File: config.mk
export PLATFORM = sky130hd
export DESIGN_NAME = instr_fetch_decode
export DESIGN_NICKNAME = d
export VERILOG_FILES = /design/src/rtl/instr_fetch_decode.sv
export SDC_FILE = /design/constraint.sdc
export NUM_CORES = 1
export LEC_CHECK = 0
export ABC_CLOCK_PERIOD_IN_PS = 2900
export BUFFER_PORTS_ARGS = -buffer_cell sky130_fd_sc_hd__buf_2
export CORE_MARGIN = 8
export CORE_UTILIZATION = 35
export DETAILED_ROUTE_END_ITERATION = 12
export PLACE_DENSITY = 0.73
export SYNTH_ARGS = -nofsm -noshare
export SYNTH_HDL_FRONTEND = slang
export SYNTH_SLANG_ARGS = --single-unit
File: constraint.sdc
create_clock -name CLK -period 2.9 [get_ports CLK]
set_input_delay 0.435 -clock CLK [delete_from_list [all_inputs] [get_ports CLK]]
set_output_delay 0.435 -clock CLK [all_outputs]
set_load 0.03 [all_outputs]
File: src/rtl/instr_fetch_decode.sv
// instr_fetch_decode: fetch/decode control stage wrapped around the PC block.
// Fetches a 16-bit instruction at pc_count, latches it into IR, decodes it
// and then issues it to execute, halts, or pulses IncPC/LoadPC.
// It is the only source of the PC control inputs A, B, SelPC, IncPC and LoadPC.
//
// Optional build macro IFD_TIMEOUT_EN: enables a fetch watchdog. If no
// imem_valid arrives within TIMEOUT_CYC cycles of FETCH, the block enters
// HALT and sets the sticky fault flag. Without the macro, FETCH waits forever
// and fault is tied to 0.
//
// Handshakes: imem and execute use valid/ready semantics. A request (imem_req
// or ex_valid) stays high, with its payload stable, until the edge on which
// the partner's valid/ready is sampled high. That edge completes the
// transfer. A partner strobe seen while our side is low is ignored.
module instr_fetch_decode #(
  parameter int ADDR_W      = 8,
  parameter int OFS_W       = 4,
  parameter int TIMEOUT_CYC = 16
) (
  input  logic              CLK,
  input  logic              CLB,
  input  logic [ADDR_W-1:0] pc_count,
  output logic              imem_req,
  output logic [ADDR_W-1:0] imem_addr,
  input  logic              imem_valid,
  input  logic [15:0]       imem_data,
  output logic [ADDR_W-1:0] A,
  output logic [OFS_W-1:0]  B,
  output logic              SelPC,
  output logic              IncPC,
  output logic              LoadPC,
  input  logic              flag_z,
  output logic              ex_valid,
  input  logic              ex_ready,
  output logic [3:0]        ex_op,
  output logic [7:0]        ex_operand,
  input  logic              run,
  output logic              halted,
  output logic              fault
);

  typedef enum logic [2:0] {
    S_FETCH  = 3'd0,
    S_DECODE = 3'd1,
    S_ISSUE  = 3'd2,
    S_STEP   = 3'd3,
    S_BRANCH = 3'd4,
    S_HALT   = 3'd5
  } state_t;

  localparam logic [3:0] OP_NOP = 4'd0;
  localparam logic [3:0] OP_JMP = 4'd1;
  localparam logic [3:0] OP_JR  = 4'd2;
  localparam logic [3:0] OP_BZ  = 4'd3;
  localparam logic [3:0] OP_HLT = 4'd4;

  // state_q is the FSM state, kept under a stable name for hierarchical probes.
  state_t              state_q, state_d;
  logic [15:0]         ir_q;
  logic                ir_load;
  logic [ADDR_W-1:0]   a_q, a_d;
  logic [OFS_W-1:0]    b_q, b_d;
  logic                sel_q, sel_d;
  logic                fault_q, fault_d;
  logic [3:0]          opcode;

  assign opcode = ir_q[15:12];

`ifdef IFD_TIMEOUT_EN
  logic [4:0] wait_q;

  // Fetch wait counter: runs only in FETCH. Leaving FETCH clears it, so it starts at 0 on every entry.
  always_ff @(posedge CLK or negedge CLB) begin
    if (!CLB) begin
      wait_q <= '0;
    end else if (state_q != S_FETCH) begin
      wait_q <= '0;
    end else if (!imem_valid) begin
      wait_q <= wait_q + 5'd1;
    end
  end
`endif

  // State, instruction register and held PC-control registers.
  always_ff @(posedge CLK or negedge CLB) begin
    if (!CLB) begin
      state_q <= S_FETCH;
      ir_q    <= '0;
      a_q     <= '0;
      b_q     <= '0;
      sel_q   <= 1'b0;
      fault_q <= 1'b0;
    end else begin
      state_q <= state_d;
      a_q     <= a_d;
      b_q     <= b_d;
      sel_q   <= sel_d;
      fault_q <= fault_d;
      if (ir_load) begin
        ir_q <= imem_data;
      end
    end
  end

  // Next-state decode. Branch targets are captured in DECODE so they are stable through BRANCH.
  always_comb begin
    state_d = state_q;
    a_d     = a_q;
    b_d     = b_q;
    sel_d   = sel_q;
    fault_d = fault_q;
    ir_load = 1'b0;
    case (state_q)
      S_FETCH: begin
        if (imem_valid) begin
          ir_load = 1'b1;
          state_d = S_DECODE;
        end
`ifdef IFD_TIMEOUT_EN
        else if (wait_q == 5'(TIMEOUT_CYC - 1)) begin
          state_d = S_HALT;
          fault_d = 1'b1;
        end
`endif
      end
      S_DECODE: begin
        case (opcode)
          OP_NOP: state_d = S_STEP;
          OP_JMP: begin
            state_d = S_BRANCH;
            sel_d   = 1'b0;
            a_d     = ADDR_W'(ir_q[7:0]);
          end
          OP_JR: begin
            state_d = S_BRANCH;
            sel_d   = 1'b1;
            b_d     = OFS_W'(ir_q[11:8]);
          end
          OP_BZ: begin
            if (flag_z) begin
              state_d = S_BRANCH;
              sel_d   = 1'b0;
              a_d     = ADDR_W'(ir_q[7:0]);
            end else begin
              state_d = S_STEP;
            end
          end
          OP_HLT:  state_d = S_HALT;
          default: state_d = S_ISSUE;
        endcase
      end
      S_ISSUE: begin
        if (ex_ready) begin
          state_d = S_STEP;
        end
      end
      S_STEP:   state_d = S_FETCH;
      S_BRANCH: state_d = S_FETCH;
      S_HALT: begin
        if (run) begin
          state_d = S_STEP;
        end
      end
      default: state_d = S_FETCH;
    endcase
  end

  // Moore outputs. imem_req is also gated by CLB so that no request is seen while reset is held.
  always_comb begin
    imem_req   = (state_q == S_FETCH) && CLB;
    imem_addr  = imem_req ? pc_count : '0;
    IncPC      = (state_q == S_STEP);
    LoadPC     = (state_q == S_BRANCH);
    ex_valid   = (state_q == S_ISSUE);
    ex_op      = ex_valid ? ir_q[15:12] : 4'd0;
    ex_operand = ex_valid ? ir_q[7:0]   : 8'd0;
    halted     = (state_q == S_HALT);
    A          = a_q;
    B          = b_q;
    SelPC      = sel_q;
    fault      = fault_q;
  end

endmodule

# Yosys cells after proc, flatten, opt, wreduce, memory -nomap -nowiden

Cells that the tools add are included.

$mul: 0
Magnitude comparators: 0
Shift-type cells: 0
Div/mod/pow operators: 0
Mux-type cells: 15
Reductions and logical operators: 10
Equality and inequality tests: 13
$add $sub $neg: 0
Bitwise operators: 0

Operators by type and width:

| kind               | number |
|---|---|
| $mux 8             | 3 |
| $pmux 3 s4         | 2 |
| $pmux 8 s2         | 1 |
| $mux 3             | 4 |
| $reduce_and 3->1   | 3 |
| $eq 4x2->1 const B | 2 |
| $eq 3x2->1 const B | 2 |
| $eq 3x3->1 const B | 2 |
| $ne 2x2->1 const B | 3 |
| $eq 4x1->1 const B | 1 |
| $eq 4x3->1 const B | 1 |
| $logic_not 4->1    | 1 |
| $mux 4             | 1 |
| $eq 3x1->1 const B | 1 |
| $logic_not 3->1    | 1 |
| $mux 1             | 3 |
| $pmux 1 s3         | 1 |
| $reduce_bool 3->1  | 1 |
| $ne 2x1->1 const B | 1 |
| $reduce_and 2->1   | 1 |
| $reduce_bool 2->1  | 1 |
| $reduce_or 2->1    | 1 |
| $logic_and 1x1->1  | 1 |

Output and inout port bits: 39
Bits in read-only memories: 0
Bits in latches: 0
RAM bits: 0
Bits in registers: 32
Memories: 0
Input port bits: 30
Word-level logic and storage cells: 43

# Longest topological paths before layout

Gate-level depths: netlist of the first run.

Depth in word-level cells: 4
Gate-level depth with buffers: 6
Mapped depth without buffers: 4

# Worst setup path after synthesis of the first run

OpenSTA, ideal clock, no wires.

Kind: reg-to-output
From: register state_q[1]
To: output port imem_addr[0]
Arrival: 1780 ps
Setup slack: 685 ps
Required time: 2465 ps
Cell stages (with the launch flop): 4
Path buffers: 1
Cells stage by stage: dfrtp_1 > buf_4 > nor4b_2 > and2_1

Longest elaborated chain between the ends: 3

Ends and longest elaborated chain:

| element                | RTL line | text |
|---|---|---|
| start, declared        | 58       | `state_t state_q, state_d;` |
| start signal, assigned | 94       | `state_q <= state_d;` |
| $logic_not 3->1        | 170      | `imem_req = (state_q == S_FETCH) && CLB;` |
| $logic_and 1x1->1      | 170      |  |
| via imem_req           | 23       | `output logic imem_req,` |
| $mux 8                 | 171      | `imem_addr = imem_req ? pc_count : '0;` |
| end, declared          | 24       | `output logic [ADDR_W-1:0] imem_addr,` |

The timed path passes the listed nets, and every way through them passes these cells.

# Worst setup path in the final report of the first run

From: register state_q[2]
To: output port imem_addr[6]

Longest elaborated chain between the ends: 3

Ends and longest elaborated chain:

| element           | RTL line |
|---|---|
| $logic_not 3->1   | 170 |
| $logic_and 1x1->1 | 170 |
| $mux 8            | 171 |

Every way passes these cells.

==> impl_metrics.xml, run 1 <==
<?xml version="1.0" encoding="UTF-8"?>
<metrics>
  <group name="timing">
    <metric name="least_margin_pin_slew" unit="ns">0.594</metric>
    <metric name="max-slew-margin-rel" unit="%">60.3</metric>
    <metric name="drv_slew" unit="">0</metric>
    <metric name="fin_crit_sh" unit="%">78.8</metric>
    <metric name="timing.clock.skew" unit="ns">0.00634</metric>
    <metric name="setup_total_negative_slack" unit="ns">0</metric>
    <metric name="maxClockFrequency" unit="MHz">437</metric>
    <metric name="worst_hold_margin" unit="ns">0.208</metric>
    <metric name="grt_setup_unrepaired" unit="">no</metric>
    <metric name="finalHoldViolCount" unit="">0</metric>
    <metric name="finalCriticalPeriod" unit="ns">2.29</metric>
    <metric name="setup_violations" unit="">0</metric>
  </group>
  <group name="grt">
    <metric name="first_global_vias" unit="">1285</metric>
    <metric name="groute.usage.overall" unit="%">11.0</metric>
    <metric name="largest_net_degree_at_the_start_of_global_routing" unit="">33</metric>
    <metric name="global_route_wire_length_before_repair" unit="um">6370</metric>
    <metric name="grt.overflow.total" unit="">0</metric>
    <metric name="antenna_violations_before_repair" unit="">0</metric>
  </group>
  <group name="final_layout">
    <metric name="antenna-diode-count" unit="">0</metric>
    <metric name="most-common-layout-cells" unit="">buf_2 (67), dfrtp_1 (32), and2_1 (21), mux2_2 (19), mux2_4 (8)</metric>
    <metric name="final-instance-count-excl-fill" unit="">244</metric>
    <metric name="syn_to_final_growth" unit="%">29.2</metric>
    <metric name="design.final.nets" unit="">221</metric>
    <metric name="mostFrequentLayoutCell" unit="">buf_2</metric>
    <metric name="drive_above_1_share" unit="%">56.3</metric>
    <metric name="layout.cell_area.non_filler" unit="sq mm">0.00203</metric>
  </group>
  <group name="placement">
    <metric name="routabilityCongestion" unit="">0.726</metric>
    <metric name="place.port_buffers" unit="">67</metric>
    <metric name="placedInstanceArea" unit="sq mm">0.00194</metric>
    <metric name="place_hpwl" unit="um">2870</metric>
    <metric name="dp_cells" unit="">236</metric>
  </group>
  <group name="detailed_routing">
    <metric name="avgViaCountPerCell" unit="">4.82</metric>
    <metric name="finalWirelength" unit="um">3780</metric>
    <metric name="route.antenna.remaining_nets" unit="">0</metric>
    <metric name="vias" unit="">1177</metric>
    <metric name="avgRoutedWirePerCell" unit="um">15.5</metric>
    <metric name="drt_drc_violations_left" unit="">0</metric>
    <metric name="dr.first_iter.drc_count" unit="">27</metric>
    <metric name="dr.pass1.iters" unit="">4</metric>
  </group>
  <group name="logic_synthesis">
    <metric name="synth_compound_gate_area_share" unit="%">4.06</metric>
    <metric name="netlist_instances" unit="">121</metric>
    <metric name="synth_simple_gate_area_share" unit="%">19.0</metric>
    <metric name="synth_top_family_by_area" unit="">multiplexers</metric>
    <metric name="netlist_area" unit="sq mm">0.00157</metric>
    <metric name="mappedNetlistNets" unit="">151</metric>
    <metric name="synth_warnings" unit="">0</metric>
    <metric name="post_synth_mux_area_share" unit="%">21.9</metric>
    <metric name="synth_cell_type_count" unit="">31</metric>
    <metric name="synth_seq_cells" unit="">32</metric>
    <metric name="yosys.area_share.xor_xnor" unit="%">0</metric>
    <metric name="synth_sequential_area_ratio" unit="%">50.9</metric>
    <metric name="yosys.area_share.adder" unit="%">0</metric>
    <metric name="syn-mean-instance-area" unit="sq um">13.0</metric>
  </group>
  <group name="clock_network">
    <metric name="numCtsBuffers" unit="">5</metric>
    <metric name="number_of_sinks_on_the_clock_net" unit="">32</metric>
    <metric name="clockBufferDepth" unit="">2</metric>
    <metric name="clock_insertion_delay_at_the_later_pin_of_the_skew_report" unit="ns">0.28</metric>
    <metric name="cts_tree" unit="">done</metric>
    <metric name="cts_resized" unit="">0</metric>
    <metric name="path_clk_slew" unit="ns">0.07</metric>
    <metric name="hold_buffers" unit="">0</metric>
    <metric name="clockRootBuffer" unit="">clkbuf_8</metric>
    <metric name="h-tree-depth" unit="">2</metric>
    <metric name="cts_post_setup_buffers_inserted" unit="">0</metric>
  </group>
  <group name="floorplanning">
    <metric name="initial_utilization" unit="%">36.1</metric>
    <metric name="count_of_boundary_i_o_pins" unit="">69</metric>
    <metric name="fp.dieArea" unit="sq mm">0.00689</metric>
    <metric name="chipHeight" unit="um">83.0</metric>
    <metric name="die-width" unit="um">83.0</metric>
    <metric name="std_cell_rows" unit="">24</metric>
    <metric name="std_cell_core_area" unit="sq mm">0.00435</metric>
  </group>
  <group name="power_and_ir_drop">
    <metric name="power.density" unit="mW/mm^2">1190</metric>
    <metric name="total_power" unit="uW">2420</metric>
    <metric name="vdd_drop_max" unit="uV">635</metric>
    <metric name="leakagePower" unit="uW">0.00105</metric>
  </group>
  <group name="critical_path">
    <metric name="crit_path_start_kind" unit="">flop</metric>
    <metric name="worst_ep_arrival" unit="ns">1.85</metric>
    <metric name="worst_r2r_startpoint" unit="">state_q[2]</metric>
    <metric name="critPathCaptureType" unit="">primary output</metric>
    <metric name="r2r-end" unit="">A[6]</metric>
    <metric name="r2r_setup_slack" unit="ns">0.97</metric>
    <metric name="timing.reg2reg.worst_path_depth" unit="">4</metric>
    <metric name="timing.critical_path.fanout_max" unit="">10</metric>
    <metric name="criticalPathCategory" unit="">reg2out</metric>
    <metric name="cp_required" unit="ns">2.47</metric>
  </group>
  <group name="job">
    <metric name="max_cap_viol_count" unit="">0</metric>
  </group>
  <group name="status">
    <metric name="status" unit="">finished clean</metric>
  </group>
  <group name="min_path">
    <metric name="timing.hold.worst.class" unit="">in2async</metric>
  </group>
</metrics>
==> where the power goes <==
group	switching [uW]	internal (uW)
logic	683	505
clock network	167	193
registers	210	664
==> logic make-up (layout without fill, tap and decap cells) <==
family,Yosys count,after routing
buffers and inverters,8,79
AO/OA/AOI/OAI,10,10
other,1,1
flip-flops,32,32
AND/OR/NAND/NOR,42,42
multiplexers,28,28
==> cell usage after synthesis <==
library cell / n / share of area (%)
dfrtp_1: 32 / 51
and2_1: 21 / 8.4
mux2_2: 19 / 14
mux2_4: 8 / 7.6
o21ai_0: 5 / 1.6
nor2_1: 4 / 0.95
buf_6: 3 / 2.1
nor2b_1: 3 / 1.2
buf_4: 2 / 0.95
nand2_1: 2 / 0.48
nor3b_1: 2 / 0.95
a211o_1: 1 / 0.56
a21oi_1: 1 / 0.32
a311o_1: 1 / 0.64
a31oi_1: 1 / 0.40
and3_1: 1 / 0.40
and3b_1: 1 / 0.56
buf_2: 1 / 0.32
clkbuf_1: 1 / 0.24
conb_1: 1 / 0.24
inv_1: 1 / 0.24
mux2i_1: 1 / 0.64
nand3_2: 1 / 0.64
nand3b_1: 1 / 0.48
nand4_1: 1 / 0.40
nor2_8: 1 / 1.3
nor3_1: 1 / 0.32
nor4b_2: 1 / 0.95
nor4b_4: 1 / 1.5
o311ai_0: 1 / 0.56
or3b_1: 1 / 0.56
==> critical path, cell delays in order (launching register included) <==
cell	delay, ns
dfrtp_1	0.54
nor4b_2	0.64
and2_1	0.20
buf_2	0.19
==> area by class of cell <==
class / count / area, sq um
Tap cell: 52 / 65.1
Fill cell: 416 / 2320
Clock inverter: 1 / 7.51
Timing Repair Buffer: 70 / 358
Clock buffer: 7 / 86.3
Multi-Input combinational cell: 81 / 711
Sequential cell: 32 / 801
Inverter: 1 / 3.75
==> worst max-delay path by stage <==
| stage | cells past startpoint | endpoint | startpoint |
|---|---|---|---|
| after floorplan | 3 | imem_addr[0] | state_q[1] |
| after global placement | 4 | A[7] | state_q[2] |
| after detailed placement | 3 | imem_addr[2] | state_q[2] |
| after CTS | 3 | imem_addr[2] | state_q[2] |
| after global routing | 3 | imem_addr[0] | state_q[2] |
| final | 3 | imem_addr[6] | state_q[2] |
==> stage by stage <==
step / utilization, % / worst slack (ns)
after floorplan: - / 0.685
final: 46.7 / 0.614
after global routing: 46.7 / 0.405
after detailed placement: 44.5 / 0.894
after CTS: 46.7 / 0.589
after global placement: 44.5 / 1.00
==> per-layer routing <==
layer,vias to the layer above,part of all wire [%],GRT usage [%]
met3,0,9.8,5.37
met1,578,41,12.1
met4,0,0,2.40
li1,554,-,-
met2,45,49,18.6
met5,-,0,0
==> flip-flops by register name, indices dropped and copies added, names as in the netlist <==
name	cells
ir_q	16
SelPC	1
B	4
state_q	3
A	8
Power figures use the tool's default switching activity.
==> run 2, diff against run 1 <==
--- a/config.mk
+++ b/config.mk
@@ -5,7 +5,8 @@
 export SDC_FILE = /design/constraint.sdc
 export NUM_CORES = 1
 export LEC_CHECK = 0
-export ABC_CLOCK_PERIOD_IN_PS = 2900
+export ABC_AREA = 1
+export ABC_CLOCK_PERIOD_IN_PS = 2290
 export BUFFER_PORTS_ARGS = -buffer_cell sky130_fd_sc_hd__buf_2
 export CORE_MARGIN = 8
 export CORE_UTILIZATION = 35
==> constraint.sdc (replaced) <==
create_clock -name CLK -period 2.29 [get_ports CLK]
set_input_delay 0.3435 -clock CLK [delete_from_list [all_inputs] [get_ports CLK]]
set_output_delay 0.3435 -clock CLK [all_outputs]
set_load 0.03 [all_outputs]
==> impl_metrics.xml, run 2 <==
<?xml version="1.0" encoding="UTF-8"?>
<metrics>
  <group name="status">
    <metric name="status" unit="">finished clean</metric>
  </group>
  <group name="timing">
    <metric name="worst_hold_margin" unit="ns">0.143</metric>
    <metric name="maxClockFrequency" unit="MHz">499</metric>
    <metric name="setup_total_negative_slack" unit="ns">0</metric>
    <metric name="fin_crit_sh" unit="%">87.5</metric>
    <metric name="finalCriticalPeriod" unit="ns">2.00</metric>
    <metric name="finalHoldViolCount" unit="">0</metric>
    <metric name="drv_slew" unit="">0</metric>
    <metric name="timing.clock.skew" unit="ns">0.00184</metric>
    <metric name="max-slew-margin-rel" unit="%">65.2</metric>
    <metric name="setup_violations" unit="">0</metric>
    <metric name="least_margin_pin_slew" unit="ns">0.520</metric>
    <metric name="grt_setup_unrepaired" unit="">no</metric>
  </group>
  <group name="placement">
    <metric name="place.port_buffers" unit="">67</metric>
    <metric name="dp_cells" unit="">306</metric>
    <metric name="routabilityCongestion" unit="">0.715</metric>
    <metric name="place_hpwl" unit="um">2960</metric>
  </group>
  <group name="final_layout">
    <metric name="layout.filler_cells" unit="">441</metric>
    <metric name="final-instance-count-excl-fill" unit="">314</metric>
    <metric name="syn_to_final_growth" unit="%">29.5</metric>
    <metric name="largest_reg_flops" unit="">16</metric>
    <metric name="most-common-layout-cells" unit="">buf_2 (67), nor2_1 (43), inv_1 (33), dfrtp_1 (32), nand2_1 (30)</metric>
    <metric name="drive_above_1_share" unit="%">34.7</metric>
    <metric name="mostFrequentLayoutCell" unit="">buf_2</metric>
    <metric name="register_with_the_most_flip_flops" unit="">ir_q</metric>
    <metric name="post_layout_util" unit="%">46.4</metric>
    <metric name="antenna-diode-count" unit="">0</metric>
    <metric name="design.final.nets" unit="">291</metric>
  </group>
  <group name="logic_synthesis">
    <metric name="netlist_area" unit="sq mm">0.00155</metric>
    <metric name="synth_largest_type_area_fraction" unit="%">51.7</metric>
    <metric name="synthMostInstantiatedCell" unit="">nor2_1</metric>
    <metric name="synth_async_sr_flop_share" unit="%">100</metric>
    <metric name="syn-mean-instance-area" unit="sq um">8.07</metric>
    <metric name="synthDominantAreaCellType" unit="">dfrtp_1</metric>
    <metric name="synth_common_cells" unit="">nor2_1 (43), inv_1 (33), dfrtp_1 (32), nand2_1 (30), a21oi_1 (18)</metric>
    <metric name="synth_cell_type_count" unit="">21</metric>
    <metric name="synth_area_leaders" unit="">dfrtp_1 (52%), nor2_1 (10%), inv_1 (8.0%), nand2_1 (7.3%), a21oi_1 (5.8%)</metric>
    <metric name="synth_seq_cells" unit="">32</metric>
    <metric name="synth_sequential_area_ratio" unit="%">51.7</metric>
    <metric name="synth_warnings" unit="">0</metric>
    <metric name="mappedNetlistNets" unit="">222</metric>
    <metric name="synth-edff-count" unit="">0</metric>
    <metric name="postSynth.topFlopCell" unit="">dfrtp_1</metric>
    <metric name="netlist_instances" unit="">192</metric>
  </group>
  <group name="min_path">
    <metric name="timing.hold.worst.class" unit="">in2async</metric>
  </group>
  <group name="clock_network">
    <metric name="clockBufferDepth" unit="">2</metric>
    <metric name="cts_post_setup_buffers_inserted" unit="">0</metric>
    <metric name="cts_tree" unit="">done</metric>
    <metric name="path_clk_slew" unit="ns">0.07</metric>
    <metric name="number_of_sinks_on_the_clock_net" unit="">32</metric>
    <metric name="h-tree-depth" unit="">2</metric>
    <metric name="cts_resized" unit="">0</metric>
    <metric name="clockRootBuffer" unit="">clkbuf_8</metric>
    <metric name="hold_buffers" unit="">0</metric>
    <metric name="clock_insertion_delay_at_the_later_pin_of_the_skew_report" unit="ns">0.28</metric>
    <metric name="numCtsBuffers" unit="">5</metric>
  </group>
  <group name="critical_path">
    <metric name="critPathCaptureType" unit="">primary output</metric>
    <metric name="worst_ep_arrival" unit="ns">1.66</metric>
    <metric name="crit_path_start_kind" unit="">flop</metric>
    <metric name="path_cells" unit="">nor2_1 -&gt; nand2_1 -&gt; nor2_1 -&gt; buf_2</metric>
    <metric name="cp_required" unit="ns">1.95</metric>
    <metric name="cpMaxStageDelayCell" unit="">dfrtp_1</metric>
    <metric name="most_frequent_cell_on_the_critical_path" unit="">nor2_1</metric>
    <metric name="timing.critical_path.fanout_max" unit="">15</metric>
    <metric name="crit_path_max_incr_delay" unit="ns">0.45</metric>
    <metric name="criticalPathCategory" unit="">reg2out</metric>
  </group>
  <group name="power_and_ir_drop">
    <metric name="total_switching_power" unit="uW">1500</metric>
    <metric name="switching_share" unit="%">49.9</metric>
    <metric name="combinational_share_of_power" unit="%">52.8</metric>
    <metric name="internal-power" unit="uW">1500</metric>
    <metric name="power.density" unit="mW/mm^2">1490</metric>
    <metric name="pwr-share-seq" unit="%">32.3</metric>
    <metric name="share_clk_of_total_power" unit="%">14.8</metric>
    <metric name="leakagePower" unit="uW">0.00123</metric>
    <metric name="vdd_drop_max" unit="uV">633</metric>
  </group>
  <group name="grt">
    <metric name="groute.usage.overall" unit="%">11.5</metric>
    <metric name="first_global_vias" unit="">1330</metric>
    <metric name="antenna_violations_before_repair" unit="">0</metric>
    <metric name="largest_net_degree_at_the_start_of_global_routing" unit="">33</metric>
    <metric name="grt.overflow.total" unit="">0</metric>
    <metric name="global_route_wire_length_before_repair" unit="um">6000</metric>
  </group>
  <group name="job">
    <metric name="max_cap_viol_count" unit="">0</metric>
  </group>
  <group name="detailed_routing">
    <metric name="dr.pass1.iters" unit="">4</metric>
    <metric name="route.antenna.remaining_nets" unit="">0</metric>
    <metric name="drt_drc_violations_left" unit="">0</metric>
    <metric name="finalWirelength" unit="um">3830</metric>
    <metric name="avgViaCountPerCell" unit="">4.43</metric>
    <metric name="vias" unit="">1390</metric>
    <metric name="dr.first_iter.drc_count" unit="">51</metric>
    <metric name="avgRoutedWirePerCell" unit="um">12.2</metric>
  </group>
  <group name="floorplanning">
    <metric name="chipHeight" unit="um">82.6</metric>
    <metric name="initial_utilization" unit="%">35.9</metric>
    <metric name="std_cell_core_area" unit="sq mm">0.00432</metric>
    <metric name="die-width" unit="um">82.6</metric>
    <metric name="count_of_boundary_i_o_pins" unit="">69</metric>
    <metric name="fp.dieArea" unit="sq mm">0.00681</metric>
    <metric name="std_cell_rows" unit="">24</metric>
  </group>
</metrics>
==> run 2: cell types whose count changed in the layout (fill, tap and decap cells not counted), sizes merged, moves of 3 or more <==
| cell | delta |
|---|---|
| inv | +33 |
| nand2 | +29 |
| o21ai | +9 |
| nor2 | +40 |
| nor2b | -3 |
| nand3 | +5 |
| mux2 | -27 |
| a21oi | +17 |
| and2 | -21 |
==> run 2: worst paths after layout <==
check	start	endpoint	slack (ns)	cells after the start
setup / recovery	state_q[2]	ex_op[0]	0.29	4
hold / removal	CLB	ir_q[6]	0.14	2
setup reg to reg	state_q[1]	A[6]	0.90	6
hold reg to reg	SelPC	SelPC	0.47	2
max in group asynchronous	CLB	B[0]	1.86	2
min in group CLK	imem_data[0]	ir_q[0]	0.30	3
==> run 2: area by class of cell <==
cell class                      instances  area (sq um)  area share, %
Sequential cell                        32           801           39.9
Tap cell                               52          65.1           3.24
Clock inverter                          2          10.0          0.499
Timing Repair Buffer                   68           343           17.1
Multi-Input combinational cell        120           578           28.8
Clock buffer                            6          82.6           4.11
Inverter                               34           128           6.36
==> run 2: routing by layer <==
| metal | wire (um) | up-vias | track usage [%] |
|---|---|---|---|
| li1 | - | 725 | - |
| met1 | 1620 | 609 | 12.6 |
| met2 | 1720 | 51 | 19.8 |
| met3 | 438 | 5 | 4.00 |
| met4 | 46 | 0 | 5.17 |
| met5 | 0 | - | 0 |
==> run 2: cells by family (layout without fill, tap and decap cells) <==
kind of cell | count (synthesis) | after routing | share of synthesized area (%)
and+or+nand+nor | 87 | 87 | 24.8
DFF | 32 | 32 | 51.7
buffers and inverters | 40 | 110 | 11.1
AOI/OAI and AO/OA | 32 | 32 | 12.3
other | 1 | 1 | 0.242
==> run 2: worst max-delay path: cells and delay by family (launching register included) <==
kind | cells | cell delay (ns)
AND/OR/NAND/NOR | 3 | 0.71
buffers and inverters | 1 | 0.22
flip-flops | 1 | 0.45
==> run 2: power groups by stage <==
| stage | combinational [uW] | sequential, uW | clock [uW] |
|---|---|---|---|
| final | 1590 | 970 | 444 |
| after detailed placement | 1610 | 983 | 0 |
| after global routing | 1750 | 1010 | 482 |
| after floorplan | 973 | 1190 | 0 |
| after global placement | 1590 | 967 | 0 |
| after CTS | 1620 | 972 | 465 |
==> run 2: stage by stage <==
step	cell area (sq um)	power [uW]	setup WS, ns
finish	2010	3000	0.287
global route	2010	3240	0.0522
CTS	2010	3050	0.237
detailed placement	1910	2600	0.555
global placement	1910	2560	0.557
floorplan	1550	2160	0.641
